===== src/rtl/sipo_pkg.sv =====
// sipo_pkg: shared constants, count-width helper and output FSM encoding for the deserializer
package sipo_pkg;
  localparam int DEFAULT_WIDTH = 8;
  typedef enum logic {ST_EMPTY = 1'b0, ST_FULL = 1'b1} state_t;
  function automatic int cnt_width(input int w);
    return (w > 2) ? $clog2(w) : 1;
  endfunction
endpackage


===== src/rtl/sipo_shift_core.sv =====
// sipo_shift_core: serial bit assembly with counter, bit-order selection and completion pulse
module sipo_shift_core
  import sipo_pkg::*;
#(
  parameter int WIDTH = DEFAULT_WIDTH,
  parameter bit MSB_FIRST = 1'b1,
  localparam int CW = cnt_width(WIDTH)
) (
  input  logic             clock,
  input  logic             reset,
  input  logic             data,
  input  logic             data_en,
  input  logic             clear,
  output logic [WIDTH-1:0] next_word,
  output logic             done,
  output logic [CW-1:0]    bit_count
);
  logic [WIDTH-1:0] sr;
  assign next_word = MSB_FIRST ? {sr[WIDTH-2:0], data} : {data, sr[WIDTH-1:1]};
  assign done = data_en && !clear && bit_count == CW'(WIDTH - 1);
  // shift in qualified bits; clear discards the partial word and wins over data_en
  always_ff @(posedge clock or posedge reset) begin
    if (reset) begin
      sr <= '0;
      bit_count <= '0;
    end else if (clear) begin
      sr <= '0;
      bit_count <= '0;
    end else if (data_en) begin
      sr <= next_word;
      bit_count <= done ? '0 : bit_count + CW'(1);
    end
  end
endmodule


===== src/rtl/sipo_deserializer.sv =====
// sipo_deserializer: packs a qualified serial stream into words behind a one-word valid/ready holding stage
module sipo_deserializer
  import sipo_pkg::*;
#(
  parameter int WIDTH = DEFAULT_WIDTH,
  parameter bit MSB_FIRST = 1'b1,
  localparam int CW = cnt_width(WIDTH)
) (
  input  logic             clock,
  input  logic             reset,
  input  logic             data,
  input  logic             data_en,
  input  logic             clear,
  output logic [WIDTH-1:0] word,
  output logic             word_valid,
  input  logic             word_ready,
  output logic             overrun,
  output logic [CW-1:0]    bit_count
);
  state_t state, state_n;
  logic [WIDTH-1:0] next_word;
  logic done, load, drop;
  sipo_shift_core #(.WIDTH(WIDTH), .MSB_FIRST(MSB_FIRST)) core (
    .clock(clock), .reset(reset), .data(data), .data_en(data_en), .clear(clear),
    .next_word(next_word), .done(done), .bit_count(bit_count)
  );
  assign word_valid = (state == ST_FULL);
  // a completed word is loaded when the holding register is free or being drained, otherwise it is lost
  always_comb begin
    load = done && (state == ST_EMPTY || word_ready);
    drop = done && state == ST_FULL && !word_ready;
    state_n = done ? ST_FULL : (state == ST_FULL && word_ready) ? ST_EMPTY : state;
  end
  // holding register, output state and sticky overrun
  always_ff @(posedge clock or posedge reset) begin
    if (reset) begin
      state <= ST_EMPTY;
      word <= '0;
      overrun <= 1'b0;
    end else begin
      state <= state_n;
      word <= load ? next_word : word;
      overrun <= clear ? 1'b0 : (drop ? 1'b1 : overrun);
    end
  end
endmodule


===== config.mk =====
export PLATFORM = sky130hd
export DESIGN_NAME = sipo_deserializer
export DESIGN_NICKNAME = d
export VERILOG_FILES = /design/src/rtl/sipo_pkg.sv /design/src/rtl/sipo_shift_core.sv /design/src/rtl/sipo_deserializer.sv
export SDC_FILE = /design/constraint.sdc
export NUM_CORES = 1
export LEC_CHECK = 0
export ABC_CLOCK_PERIOD_IN_PS = 2100
export CAP_MARGIN = 20
export CORE_UTILIZATION = 47
export CTS_CLUSTER_SIZE = 40
export DETAILED_ROUTE_END_ITERATION = 16
export GPL_TIMING_DRIVEN = 0
export PLACE_DENSITY_LB_ADDON = 0.15
export SLEW_MARGIN = 40
export SYNTH_ARGS = -nofsm -noshare
export SYNTH_HDL_FRONTEND = slang
export SYNTH_SLANG_ARGS = --single-unit
export TNS_END_PERCENT = 100

===== constraint.sdc =====
create_clock -name clock -period 2.1 [get_ports clock]
set_clock_uncertainty 0.05 [all_clocks]
set_input_delay 0.525 -clock clock [delete_from_list [all_inputs] [get_ports clock]]
set_output_delay 0.525 -clock clock [all_outputs]
set_load 0.005 [all_outputs]

==> Word level (Yosys, flattened, before mapping) <==
Index checks and enable logic that the tools add are counted.
{ "totals": {"reg_bits": 20, "input_bits": 6, "output_inout_bits": 13, "word_cells": 29} }
{ "classes": {"n_eq_ne": 1, "muxes": 9, "n_reduce_logical": 12, "bitwise": 1, "add_sub_neg": 1} }
{ "ops": {"columns": ["op", "n"], "rows": [
  ["$mux W7", 2],
  ["$mux W3", 3],
  ["$logic_and A1 B1 Y1", 6],
  ["$reduce_bool A2 Y1", 3],
  ["$mux W1", 4],
  ["$add A3 B1 Y3 const B", 1],
  ["$eq A3 B3 Y1 const B", 1],
  ["$logic_not A1 Y1", 2],
  ["$logic_or A1 B1 Y1", 1],
  ["$not A1 Y1", 1]
]} }

==> Logic depth before layout (Yosys ltp) <==
Gate-level depths: netlist of the first run.
{ "depth": {"word_depth": 7, "mapped_depth": 5, "depth_no_buf": 5} }

==> Cells and area by module <==
Synthesis of the first run repeated with hierarchy kept, for this count alone.
{ "unflattened": {"cells_unflattened": 65, "area_unflattened_um2": 874.6} }
{ "modules_own_cells": {"columns": ["mod", "area_each_um2", "seq_area_each_um2", "n_inst", "cells_each"], "rows": [
  ["sipo_shift_core", 454.2, 250.2, 1, 40],
  ["sipo_deserializer", 420.4, 250.2, 1, 25]
]} }

==> Worst setup path after synthesis of the first run <==
No wires, ideal clock.
{ "synth_path": {"path_type": "flip-flop to flip-flop", "startpoint": "register core.bit_count[0]", "endpoint": "register word[0]", "slack_ns": 0.489, "setup_ns": 0.125, "t_arrival_ns": 1.436, "path_stages_with_launch": 6, "t_required_ns": 1.925, "path_cell_list": "dfrtp_1 -> ha_1 -> ha_1 -> nand2_1 -> nor3_4 -> mux2_2"} }
{ "synth_via": {"elab_chain_len": 3} }
{ "synth_lines": {"columns": ["item", "line_no", "source"], "rows": [
  ["start: declaration", "sipo_shift_core.sv:16", "output logic [CW-1:0] bit_count"],
  ["start signal: assignment", "sipo_shift_core.sv:31", "bit_count <= done ? '0 : bit_count + CW'(1);"],
  ["$eq A3 B3 Y1", "sipo_shift_core.sv:20", "assign done = data_en && !clear && bit_count == CW'(WIDTH - 1);"],
  ["$logic_and A1 B1 Y1", "sipo_shift_core.sv:20", null],
  ["$logic_and A1 B1 Y1", "sipo_deserializer.sv:30", "load = done && (state == ST_EMPTY || word_ready);"],
  ["end signal: assignment", "sipo_deserializer.sv:42", "word <= load ? next_word : word;"],
  ["end: declaration", "sipo_deserializer.sv:14", "output logic [WIDTH-1:0] word,"]
]} }
No other way between the ends.
A chain may end at the register's enable or synchronous reset.

==> Worst setup path after layout of the first run <==
{ "layout_path": {"startpoint": "input port data_en", "endpoint": "register word[5]"} }
{ "layout_via": {"elab_chain_len": 3} }
{ "layout_lines": {"columns": ["item", "line_no", "source"], "rows": [
  ["start: declaration", "sipo_deserializer.sv:12", "input logic data_en,"],
  ["$logic_and A1 B1 Y1 (2 in series)", "sipo_shift_core.sv:20", null],
  ["$logic_and A1 B1 Y1", "sipo_deserializer.sv:30", null]
]} }
No other way between the ends.

==> results of run 1 <==
-- per-stage QoR --
| step | hold slack, ns | TNS (ns) |
|---|---|---|
| final | 0.4610 | 0 |
| after CTS | 0.4644 | 0 |
| after floorplan | 0.4287 | 0 |
| after global placement | 0.4363 | -0.2033 |
| after global routing | 0.4933 | 0 |
| after detailed placement | 0.4378 | -0.3625 |
-- final cells by class --
| cell class | count | area, um^2 |
|---|---|---|
| plain buffers | 2 | 8.758 |
| clock buffers | 3 | 22.52 |
| fillers | 121 | 518.0 |
| inverters | 1 | 3.754 |
| multi-input cells | 38 | 305.3 |
| flip-flops and latches | 20 | 500.5 |
| well taps | 16 | 20.02 |
| repair buffers | 18 | 180.2 |
-- power by group --
part | switching (mW) | internal [mW]
clock network | 0.0993 | 0.0664
logic | 0.0243 | 0.0246
registers | 0.00456 | 0.391
total | 0.128 | 0.482
-- kinds of logic (layout without fill, tap and decap cells) --
| logic type | Yosys count | count (layout) |
|---|---|---|
| flip-flops | 20 | 20 |
| multiplexers | 17 | 17 |
| AND/OR/NAND/NOR | 16 | 16 |
| AO/OA/AOI/OAI | 3 | 3 |
| buffers and inverters | 3 | 24 |
| adder cells (fa/ha/maj) | 2 | 2 |
-- cells in the mapped netlist, drive strengths merged, types with 2 or more instances --
master  number  area [um^2]
mux2         8        90.09
dfrtp       20        500.5
mux2i        9        90.09
ha           2        25.02
nor2        11        41.29
-- critical path: stages --
cell and delay (ns):
clkdlybuf4s50_1 0.55, nand2_1 0.13, nor3_4 0.35, mux2_2 0.40
-- how the worst max path moves through the flow --
stage | from | to | slack (ns) | cells past startpoint
6_report | data_en | word[5] | 0.27 | 4
5_1_grt | core.bit_count[0] | word[5] | 0.16 | 5
4_1_cts | data_en | word[5] | 0.25 | 4
3_5_place_dp | data_en | word[5] | -0.06 | 4
3_3_place_gp | data_en | word[1] | -0.03 | 4
2_1_floorplan | core.bit_count[0] | word[0] | 0.49 | 5
-- layout by cell type, fill, tap and decap left out, drive strengths merged --
| cell | synthesis | final |
|---|---|---|
| buf | 1 | 1 |
| nand3b | 1 | 1 |
| dfrtp | 20 | 20 |
| clkbuf | 1 | 4 |
| clkdlybuf4s50 | 0 | 18 |
| ha | 2 | 2 |
| nand2 | 1 | 1 |
| mux2i | 9 | 9 |
| a31oi | 1 | 1 |
| nor2b | 1 | 1 |
| o21bai | 1 | 1 |
| a21oi | 1 | 1 |
| nand2b | 1 | 1 |
| nor3 | 1 | 1 |
| nor2 | 11 | 11 |
| mux2 | 8 | 8 |
| clkinv | 0 | 1 |
-- sequential cells by signal, indices dropped and copies added, names as in the netlist --
register        count
core.bit_count      3
overrun             1
core.sr             7
word_valid          1
word                8
-- routing by layer --
metal | vias up | GRT usage [%]
li1 | 250 | -
met1 | 254 | 21.17
met2 | 11 | 26.57
met3 | 2 | 2.500
met4 | 0 | 7.500
met5 | - | 0
==> flow_summary.yaml, run 1 <==
run_status:
  outcome: "finished, violations left"
  failed_checks: "DRC"
detailed_routing:
  drt_pass1_iterations: 9
  met2_length_um: 616
  drt_iter0_drc: 4
  avgRoutedWirePerCell_um: 12.93
  ant_nets: 0
  drcViolationCount: 2
  vias: 517
  met3RoutedLength_um: 51
  wl_met1_um: 590
  vias_per_cell: 5.276
  wl_um: 1267
  highest_layer: "met4"
die:
  die_w_um: 43.73
  dieArea_um2: 1912
  initial_core_util_pct: 52.49
  io_pins: 19
  die_h_um: 43.73
  core-area_um2: 1559
  num_rows: 14
clock_network:
  h-tree-depth: 1
  clock_latency_ns: 0.28
  cts_root_buf: "clkbuf_4"
  ctsHoldBuffers: 0
  max-clock-path-buffers: 2
  numCtsBuffers: 3
  cts_sinks: 20
  post_cts_buffers: 0
  cts_tree: "done"
  clkTransAtPathRegs_ns: 0.10
  post_cts_resize_count: 0
cells_and_area:
  fin_area_um2: 1041
  final_nets: 92
  instances_no_fill: 98
  num_antenna_cells: 0
  syn_to_final_growth_pct: 27.22
  final_util_pct: 66.77
  drive_above_1_share_pct: 15.85
job:
  drv_cap: 0
logic_synthesis:
  ys.warnings.count: 0
  seq_area_frac_synth_pct: 61.16
  synthesis.nets: 69
  postSynthAreaPerCell_um2: 13.41
  synth_top_family_by_area: "multiplexers"
  synth-adder-area-share_pct: 3.058
  synth_area_um2: 818.3
  ys_seq_elements: 20
  synthFlopType: "dfrtp_1"
  synth_compound_area_share_pct: 2.294
  synth_cells: 61
  synthXorXnorAreaFrac_pct: 0
  async_reset_ff_share_pct: 100.0
  ys_types: 16
  synth-simple-area-share_pct: 9.939
  synth_mux_area_share_pct: 22.02
  synth_edf_count: 0
placed_design:
  pre_cts_ws_ns: -0.06131
  dpl.hpwl_um: 921.6
  port_buffers: 18
  place_area_um2: 1018
  place_inst: 95
  routabilityCongestion: 0.7748
sta:
  fmax_mhz: 546.5
  maxSlewViolCount: 0
  relSlewSlack_pct: 54.32
  setup_slack_ns: 0.2702
  period_needed_ns: 1.830
  finalSetupViolCount: 0
  rsz0062_at_grt: "false"
  hold_viol: 0
  tightestPinTransition_ns: 0.6809
  finalCritPeriodShare_pct: 87.13
critical_path:
  start_kind: "input port"
  r2r-end: "word[5]"
  worst-r2r-cell-count: 5
  timing.rr.start: "core.bit_count[0]"
  critical_path_class: "input port to register"
  r2r_setup_slack_ns: 0.30
  arrival_ns: 1.95
  crit_required_ns: 2.22
  crit_path_end_kind: "register"
  cp_max_fo: 8
power:
  power.total_uw: 609.9
  leakage_nw: 0.5043
  p_per_area_nw_per_um2: 585.9
  peakVddDrop_mv: 0.3950
min_path:
  hp-class: "register to register"
  hold_depth: 1
  worstHoldEndpoint: "word[1]"
  hp-start: "word[1]"
grt:
  grt_max_degree: 21
  grt_pass1_vias: 544
  grt_pass1_wl_um: 2249
  track_usage_pct: 16.21
  antenna_found_initial: 0
  grt_overflow: 0
No activity file was read; power rests on OpenSTA's default activity.
==> run 2, diff against run 1 <==
--- a/config.mk
+++ b/config.mk
@@ -5,9 +5,11 @@
 export SDC_FILE = /design/constraint.sdc
 export NUM_CORES = 1
 export LEC_CHECK = 0
+export ABC_AREA = 1
 export ABC_CLOCK_PERIOD_IN_PS = 2100
 export CAP_MARGIN = 20
 export CORE_UTILIZATION = 47
+export CTS_CLUSTER_DIAMETER = 60
 export CTS_CLUSTER_SIZE = 40
 export DETAILED_ROUTE_END_ITERATION = 16
 export GPL_TIMING_DRIVEN = 0
==> flow_summary.yaml, run 2 <==
run_status:
  outcome: "finished, violations left"
  failed_checks: "DRC"
cells_and_area:
  reg_top3: "word x8, core.sr x7, core.bit_count x3"
  fillCellCount: 130
  regMostFlops: "word"
  final_nets: 118
  drive_above_1_share_pct: 8.333
  layout_common_cells: "nand2_1, dfrtp_1, clkdlybuf4s50_1"
  largest_reg_flops: 8
  final_util_pct: 67.22
  syn_to_final_growth_pct: 26.61
  num_antenna_cells: 0
  layout_commonest_cell: "nand2_1"
die:
  dieArea_um2: 1954
  die_w_um: 44.20
  core-area_um2: 1577
  die_h_um: 44.20
  initial_core_util_pct: 53.10
  io_pins: 19
  num_rows: 14
clock_network:
  post_cts_resize_count: 0
  clkTransAtPathRegs_ns: 0.11
  h-tree-depth: 1
  ctsHoldBuffers: 0
  numCtsBuffers: 3
  cts_sinks: 20
  cts_tree: "done"
  clock_latency_ns: 0.29
  max-clock-path-buffers: 2
  cts_root_buf: "clkbuf_4"
  post_cts_buffers: 0
critical_path:
  timing.rr.start: "core.bit_count[0]"
  start_kind: "register"
  cp_max_fo: 3
  crit_path_end_kind: "primary output"
  crit_slowest_cell: "clkdlybuf4s50_1"
  crit_required_ns: 1.52
  r2r_setup_slack_ns: 0.69
  r2r-end: "core.bit_count[0]"
  critPathBufInv: 1
  worst-r2r-cell-count: 6
  critical_path_class: "register to primary output"
  arrival_ns: 1.19
  path_cells: "clkdlybuf4s50_1"
  path_delay_family: "buffers and inverters"
  crit_path_max_incr_delay_ns: 0.51
logic_synthesis:
  ys_types: 13
  ys_seq_elements: 20
  synthesis.nets: 95
  synth_edf_count: 0
  synth_cells: 87
  postSynthAreaPerCell_um2: 9.621
  ys.warnings.count: 0
  synthFlopType: "dfrtp_1"
  synth_area_um2: 837.1
  synth-simple-area-share_pct: 22.57
  async_reset_ff_share_pct: 100.0
  seq_area_frac_synth_pct: 59.79
  synth.most_common_cell: "nand2_1"
  synthXorXnorAreaFrac_pct: 0
  synth_mux_area_share_pct: 0
  synth-adder-area-share_pct: 2.990
  synth_compound_area_share_pct: 6.726
  synth_area_leader_cell: "dfrtp_1"
  synth_common_cells: "nand2_1, dfrtp_1, inv_1"
  ys_top_cells_by_area: "dfrtp_1, nand2_1, nand4_1, inv_1, o22ai_1"
  yosys.area.top_type_share_pct: 59.79
  synth_top_family_by_area: "simple AND/OR/NAND/NOR gates"
min_path:
  hold_depth: 2
  hp-class: "register to register"
  hp-start: "word[0]"
  worstHoldEndpoint: "word[0]"
detailed_routing:
  vias: 668
  wl_um: 1541
  drt_iter0_drc: 35
  drcViolationCount: 2
  ant_nets: 0
  avgRoutedWirePerCell_um: 12.43
  vias_per_cell: 5.387
  drt_pass1_iterations: 12
sta:
  finalCritPeriodShare_pct: 84.11
  fmax_mhz: 566.1
  setup_slack_ns: 0.3336
  rsz0062_at_grt: "false"
  period_needed_ns: 1.766
  finalSetupViolCount: 0
  tns_ns: 0
  hold_viol: 0
  maxSlewViolCount: 0
  relSlewSlack_pct: 53.78
  hold-worst-slack_ns: 0.4286
  tightestPinTransition_ns: 0.6891
power:
  power_frac_seq_pct: 63.5
  p_per_area_nw_per_um2: 586.1
  peakVddDrop_mv: 0.4478
  sw_frac_of_total_pct: 22.79
  clkPwrFrac_pct: 28.3
  netSwitchingPower_uw: 141.6
  leakage_nw: 0.5195
  p_comb_share_pct: 8.2
  p_int_uw: 479.6
placed_design:
  port_buffers: 18
  pre_cts_ws_ns: 0.3667
  routabilityCongestion: 0.7625
  dpl.hpwl_um: 1057
grt:
  grt_overflow: 0
  grt_pass1_vias: 610
  grt_max_degree: 21
  antenna_found_initial: 0
  track_usage_pct: 19.01
  grt_pass1_wl_um: 2656
job:
  drv_cap: 0
-- run 2: cell types whose count changed in the layout (fill, tap and decap cells not counted), sizes merged, moves of 2 or more --
cell / delta
buf: +2
inv: +11
mux2: -8
mux2i: -9
nand2: +25
nand3: +5
nand4: +8
nor2: -10
o21ai: +5
o22ai: +5
-- run 2: worst max path at each step --
stage                      start                 to  slack, ns  depth (start not counted)
2_1_floorplan  core.bit_count[0]  core.bit_count[2]       0.81                          6
3_3_place_gp             data_en            word[4]       0.38                          6
3_5_place_dp             data_en            word[5]       0.37                          6
4_1_cts        core.bit_count[0]       bit_count[0]       0.33                          1
5_1_grt        core.bit_count[1]       bit_count[1]       0.30                          1
6_report       core.bit_count[0]       bit_count[0]       0.33                          1
-- run 2: metal layers --
layer	up-vias	track usage, %	part of all wire [%]
li1	334	-	-
met2	20	30.00	43
met4	0	9.091	0.97
met1	312	25.34	50
met5	-	0	0
met3	2	3.673	5.8
-- run 2: power groups by stage --
stage	clock, mW	combinational, mW	sequential [mW]
5_1_grt	0.194	0.0568	0.395
4_1_cts	0.182	0.0516	0.394
3_5_place_dp	0	0.0508	0.402
2_1_floorplan	0	0.0261	0.402
6_report	0.176	0.0508	0.394
3_3_place_gp	0	0.0496	0.402
-- run 2: cell type report --
cell class              instances  area [um^2]  area share [%]
plain buffers                   3        21.27           2.007
clock buffers                   3        22.52           2.125
inverters                      12        45.04           4.250
multi-input cells              52        270.3           25.50
flip-flops and latches         20        500.5           47.23
well taps                      16        20.02           1.889
repair buffers                 18        180.2           17.00
-- run 2: through the flow --
stage	instances	power [mW]	area, um^2
after global placement	121	0.4514	1037
after CTS	124	0.6278	1060
after global routing	124	0.6465	1060
after floorplan	87	0.4279	837.1
final	124	0.6212	1060
after detailed placement	121	0.4527	1037
-- run 2: cell families (layout without fill, tap and decap cells) --
kind of cell / count (synthesis) / count (layout)
compound gates: 10 / 10
fa+ha+maj: 2 / 2
flops: 20 / 20
simple gates: 40 / 40
buf+inv: 15 / 36
==> patch 1: new RTL, settings of run 2 <==
Set the package constant `DEFAULT_WIDTH` to 7 (it was 8).
--- a/src/rtl/sipo_pkg.sv
+++ b/src/rtl/sipo_pkg.sv
@@ -2,3 +2,3 @@
 package sipo_pkg;
-  localparam int DEFAULT_WIDTH = 8;
+  localparam int DEFAULT_WIDTH = 7;
   typedef enum logic {ST_EMPTY = 1'b0, ST_FULL = 1'b1} state_t;
Interface: changed (resized word); port bits go from 19 to 18. The function was not compared with the original's and may differ.
==> patch 1 against run 2 <==
Wire length is 13% lower; cell area is 7.7% lower; final cell count is 4.0% lower; worst setup slack worse by 0.046 ns; power is 0.21% higher; die area is 9.7% lower; register-to-register slack better by 0.08 ns; via count is 12% lower; sequential cell count is 2 lower; area after synthesis is 10% lower; critical path type unchanged; critical endpoint unchanged.
==> patch 1: results (changes against run 2) <==
status=completed; top cells by area, synth=dfrtp_1, nand2_1, inv_1, nand3_1, ha_1; Port Buffers=17 (-1); proportion of layout cells with a drive suffix above 1=5.825% (-2.5 points); HP Start=word[2]$_DFFE_PP0P_; DR WL/cell=11.31 µm (-9.0%); Yosys cell types=11 (-2); R2R Path End=word[0]$_DFFE_PP0P_; most common library cells after synthesis=nand2_1, dfrtp_1, inv_1, nand3_1, o21ai_0; initial DRC count=27 (-23%); largest net degree at the start of global routing=19 (-9.5%); synthesized net count=90 (-5.3%); Reg2Reg Setup Slack=0.77 ns (+0.08 ns); GRT Overall Usage=19.70% (+0.69 points); Pleak=0.0005043 µW (-2.9%); H-tree levels=1 (unchanged); final net count=112 (-5.1%); DP HPWL=954.3 µm (-9.7%); Int Pwr=479.8 µW (about the same); sequential-to-total area share from yosys stat=59.90% (+0.11 points); Reg2Reg Depth=7 (+1); pre-CTS setup slack=0.2798 ns (-0.08692 ns); worst slew pin tran=0.6722 ns (-0.01687 ns); hold path depth=2 (unchanged); first-pass GRT wire length=2.518 mm (-5.2%); first drt pass iteration count=4 (-8); Crit Path Max Fanout=5 (+2); gpl congestion=0.7478 (-1.9%); Worst EP arrival=1.24 ns (+0.05 ns); Worst Hold Endpoint=word[2]$_DFFE_PP0P_; Max IR drop VDD=0.5608 mV (+25%); Via Count=587 (-12%); biggest regs=word x7, core.sr x6, core.bit_count x3; Post-CTS Setup Bufs=0 (unchanged); Syn Inst Count=82 (-5.7%)
## patch 1: worst max-delay path by stage
stage	endpoint	slack [ns]	cells past startpoint
6_report	bit_count[0]	0.29	1
4_1_cts	bit_count[0]	0.27	1
5_1_grt	bit_count[0]	0.25	1
3_3_place_gp	word[4]$_DFFE_PP0P_	0.29	6
2_1_floorplan	word[0]$_DFFE_PP0P_	0.90	7
3_5_place_dp	word[0]$_DFFE_PP0P_	0.28	6
## patch 1: logic make-up after synthesis
logic type,count (synthesis),synth area share (%)
AO/OA/AOI/OAI,9,6.655
buffers and inverters,13,6.490
adder cells (fa/ha/maj),2,3.327
XOR/XNOR,1,1.165
AND/OR/NAND/NOR,39,22.46
flip-flops,18,59.90
## patch 1: stage by stage
step	hold WS, ns	instance area [µm²]	instances
floorplan	0.4038	752.0	82
CTS	0.4348	978.4	119
global placement	0.4037	942.2	115
global route	0.4619	978.4	119
detailed placement	0.4087	942.2	115
finish	0.4263	978.4	119
## patch 1: layer usage
metal | vias to the layer above | global-route usage [%] | wire, µm
li1 | 297 | - | -
met1 | 270 | 24.13 | 638
met4 | 0 | 15.48 | 45
met2 | 15 | 30.94 | 610
met5 | - | 0 | 0
met3 | 5 | 3.017 | 52
## patch 1: final cells by class
class | count | area (µm²)
Tap cell | 16 | 20.02
Clock buffer | 4 | 36.28
Inverter | 13 | 48.80
Multi-Input combinational cell | 51 | 252.7
Timing Repair Buffer | 17 | 170.2
Sequential cell | 18 | 450.4
Fill cell | 131 | 528.0
## patch 1: power groups by stage
| stage | logic (µW) | registers [µW] | clock network [µW] |
|---|---|---|---|
| global route | 51.5 | 359 | 236 |
| finish | 44.6 | 358 | 220 |
| detailed placement | 45.3 | 365 | 0 |
| floorplan | 20.8 | 365 | 0 |
| global placement | 44.6 | 365 | 0 |
| CTS | 45.6 | 358 | 225 |
==> patch 2: new RTL, config.mk and constraints of run 2 <==
Made on the original files. Make the reset (`reset`) synchronous in 2 clocked blocks.
--- a/src/rtl/sipo_shift_core.sv
+++ b/src/rtl/sipo_shift_core.sv
@@ -21,3 +21,3 @@
   // shift in qualified bits; clear discards the partial word and wins over data_en
-  always_ff @(posedge clock or posedge reset) begin
+  always_ff @(posedge clock) begin
     if (reset) begin
--- a/src/rtl/sipo_deserializer.sv
+++ b/src/rtl/sipo_deserializer.sv
@@ -34,3 +34,3 @@
   // holding register, output state and sticky overrun
-  always_ff @(posedge clock or posedge reset) begin
+  always_ff @(posedge clock) begin
     if (reset) begin
Formal check against the unedited RTL: differs if reset is asserted again (counterexample within 4 cycles, from zero or initial values and one cycle with reset high); with reset held inactive, the same outputs for 10 cycles.
==> patch 2 against run 2 <==
The flow still finishes with violations (DRC); area after synthesis fell by 2.7%; register-to-register slack improved by 0.02 ns; power rose by 4.9%; via count rose by 4.5%; wire length fell by 6.2%; sequential cell count did not move; cell area fell by 0.83%; sequential power fell by 2%; worst setup slack got worse by 0.0029 ns; maximum frequency fell by 0.16%; global-route usage fell by 1.0 points; largest power group unchanged.
==> patch 2: results (changes against run 2) <==
CTS Root Cell=clkbuf_4; clk pwr=219 µW (+24%); Top FF cell, synth=dfxtp_1; Via Count=698 (+4.5%); H-tree levels=1 (unchanged); NetSw=141.2 µW (-0.30%); most common library cells after synthesis=dfxtp_1, nor2_1, inv_1, nand2_1, a21oi_1; Critical Path RT=1.52 ns (about the same); Max IR drop VDD=0.4849 mV (+8.3%); Synth Area in Compound Gates=12.29% (+5.6 points); hold path depth=2 (unchanged); R2R Path End=word[1]$_SDFFE_PP0P_; DP Area=0.001015 mm² (-2.2%); Worst Hold Endpoint=core.sr[6]$_SDFFE_PP0P_; worst rel slew slack=72.31% (+19 points); first-pass GRT wire length=2.525 mm (-4.9%); Post-CTS Setup Bufs=0 (unchanged); largest net degree at the start of global routing=12 (-43%); GRT Overall Usage=18.00% (-1.0 points); Fin Hold WS=0.4250 ns (-0.003642 ns); Synth Area in Adders=3.072% (+0.083 points); Reg2Reg Setup Slack=0.71 ns (+0.02 ns); post-route cell area=0.001051 mm² (-0.83%); proportion of layout cells with a drive suffix above 1=6.977% (-1.4 points); DP HPWL=1.151 mm (+8.8%); top cells by area, synth=dfxtp_1, nor2_1, inv_1, a21oi_1, nand2_1; Reg2Reg Depth=7 (+1); synthesized net count=115 (+21%); WL final=1.445 mm (-6.2%); first drt pass iteration count=10 (-2); status=finished, violations left; fillers=143 (+10%); initial antenna violation count=0 (unchanged); vias in the first global route=634 (+3.9%); ys async rst share=0% (-100 points); Sequential Power=388 µW (-2%); Pleak=0.0004253 µW (-18%); sequential-to-total area share from yosys stat=49.16% (-11 points); Port Buffers=18 (unchanged); Yosys cell types=12 (-1); HP Start=core.sr[5]$_SDFFE_PP0P_; R2R Path Start=core.bit_count[0]$_SDFFE_PP0P_; gpl congestion=0.7319 (-4.0%); initial DRC count=11 (-69%); final net count=138 (+17%); Tot Pwr=651.4 µW (+4.9%); failing checks=DRC; DRC=3 (+1)
-- patch 2: cell types whose count changed after synthesis, sizes merged --
cell and delta:
dfrtp -20, dfxtp +20, nor2 +20, a21oi +12
nand2 -9, nand4 -8, inv +5, o22ai -5
nand3 +4, o21ai +3, buf -2
-- patch 2: cells by family after synthesis --
group	after synthesis
compound gates	20
fa+ha+maj	2
flops	20
buf+inv	18
simple gates	47
-- patch 2: cell type report --
type | count | area share [%]
Sequential cell | 20 | 38.10
Timing Repair Buffer | 18 | 17.14
Buffer | 1 | 0.7143
Inverter | 17 | 6.071
Clock buffer | 4 | 3.452
Multi-Input combinational cell | 69 | 32.62
Tap cell | 16 | 1.905
-- patch 2: metal layers --
layer	vias to the layer above	wire, µm	track usage (%)
met5	-	0	0
met2	14	682	31.34
li1	383	-	-
met4	0	11	5.625
met1	299	677	20.53
met3	2	73	6.250
-- patch 2: worst max path at each step --
stage                                         startpoint                    to  cells after the start
after global placement                           data_en  word[7]$_SDFFE_PP0P_                      6
after detailed placement                         data_en  word[1]$_SDFFE_PP0P_                      6
after global routing      core.bit_count[0]$_SDFFE_PP0P_          bit_count[0]                      1
after floorplan           core.bit_count[0]$_SDFFE_PP0P_  word[0]$_SDFFE_PP0P_                      7
after CTS                 core.bit_count[2]$_SDFFE_PP0P_          bit_count[2]                      1
final                     core.bit_count[2]$_SDFFE_PP0P_          bit_count[2]                      1
-- patch 2: per-stage QoR --
stage	std cells	setup WS [ns]
after floorplan	107	0.8381
after global placement	141	0.2760
after detailed placement	141	0.2459
after CTS	145	0.3187
after global routing	145	0.2755
final	145	0.3307
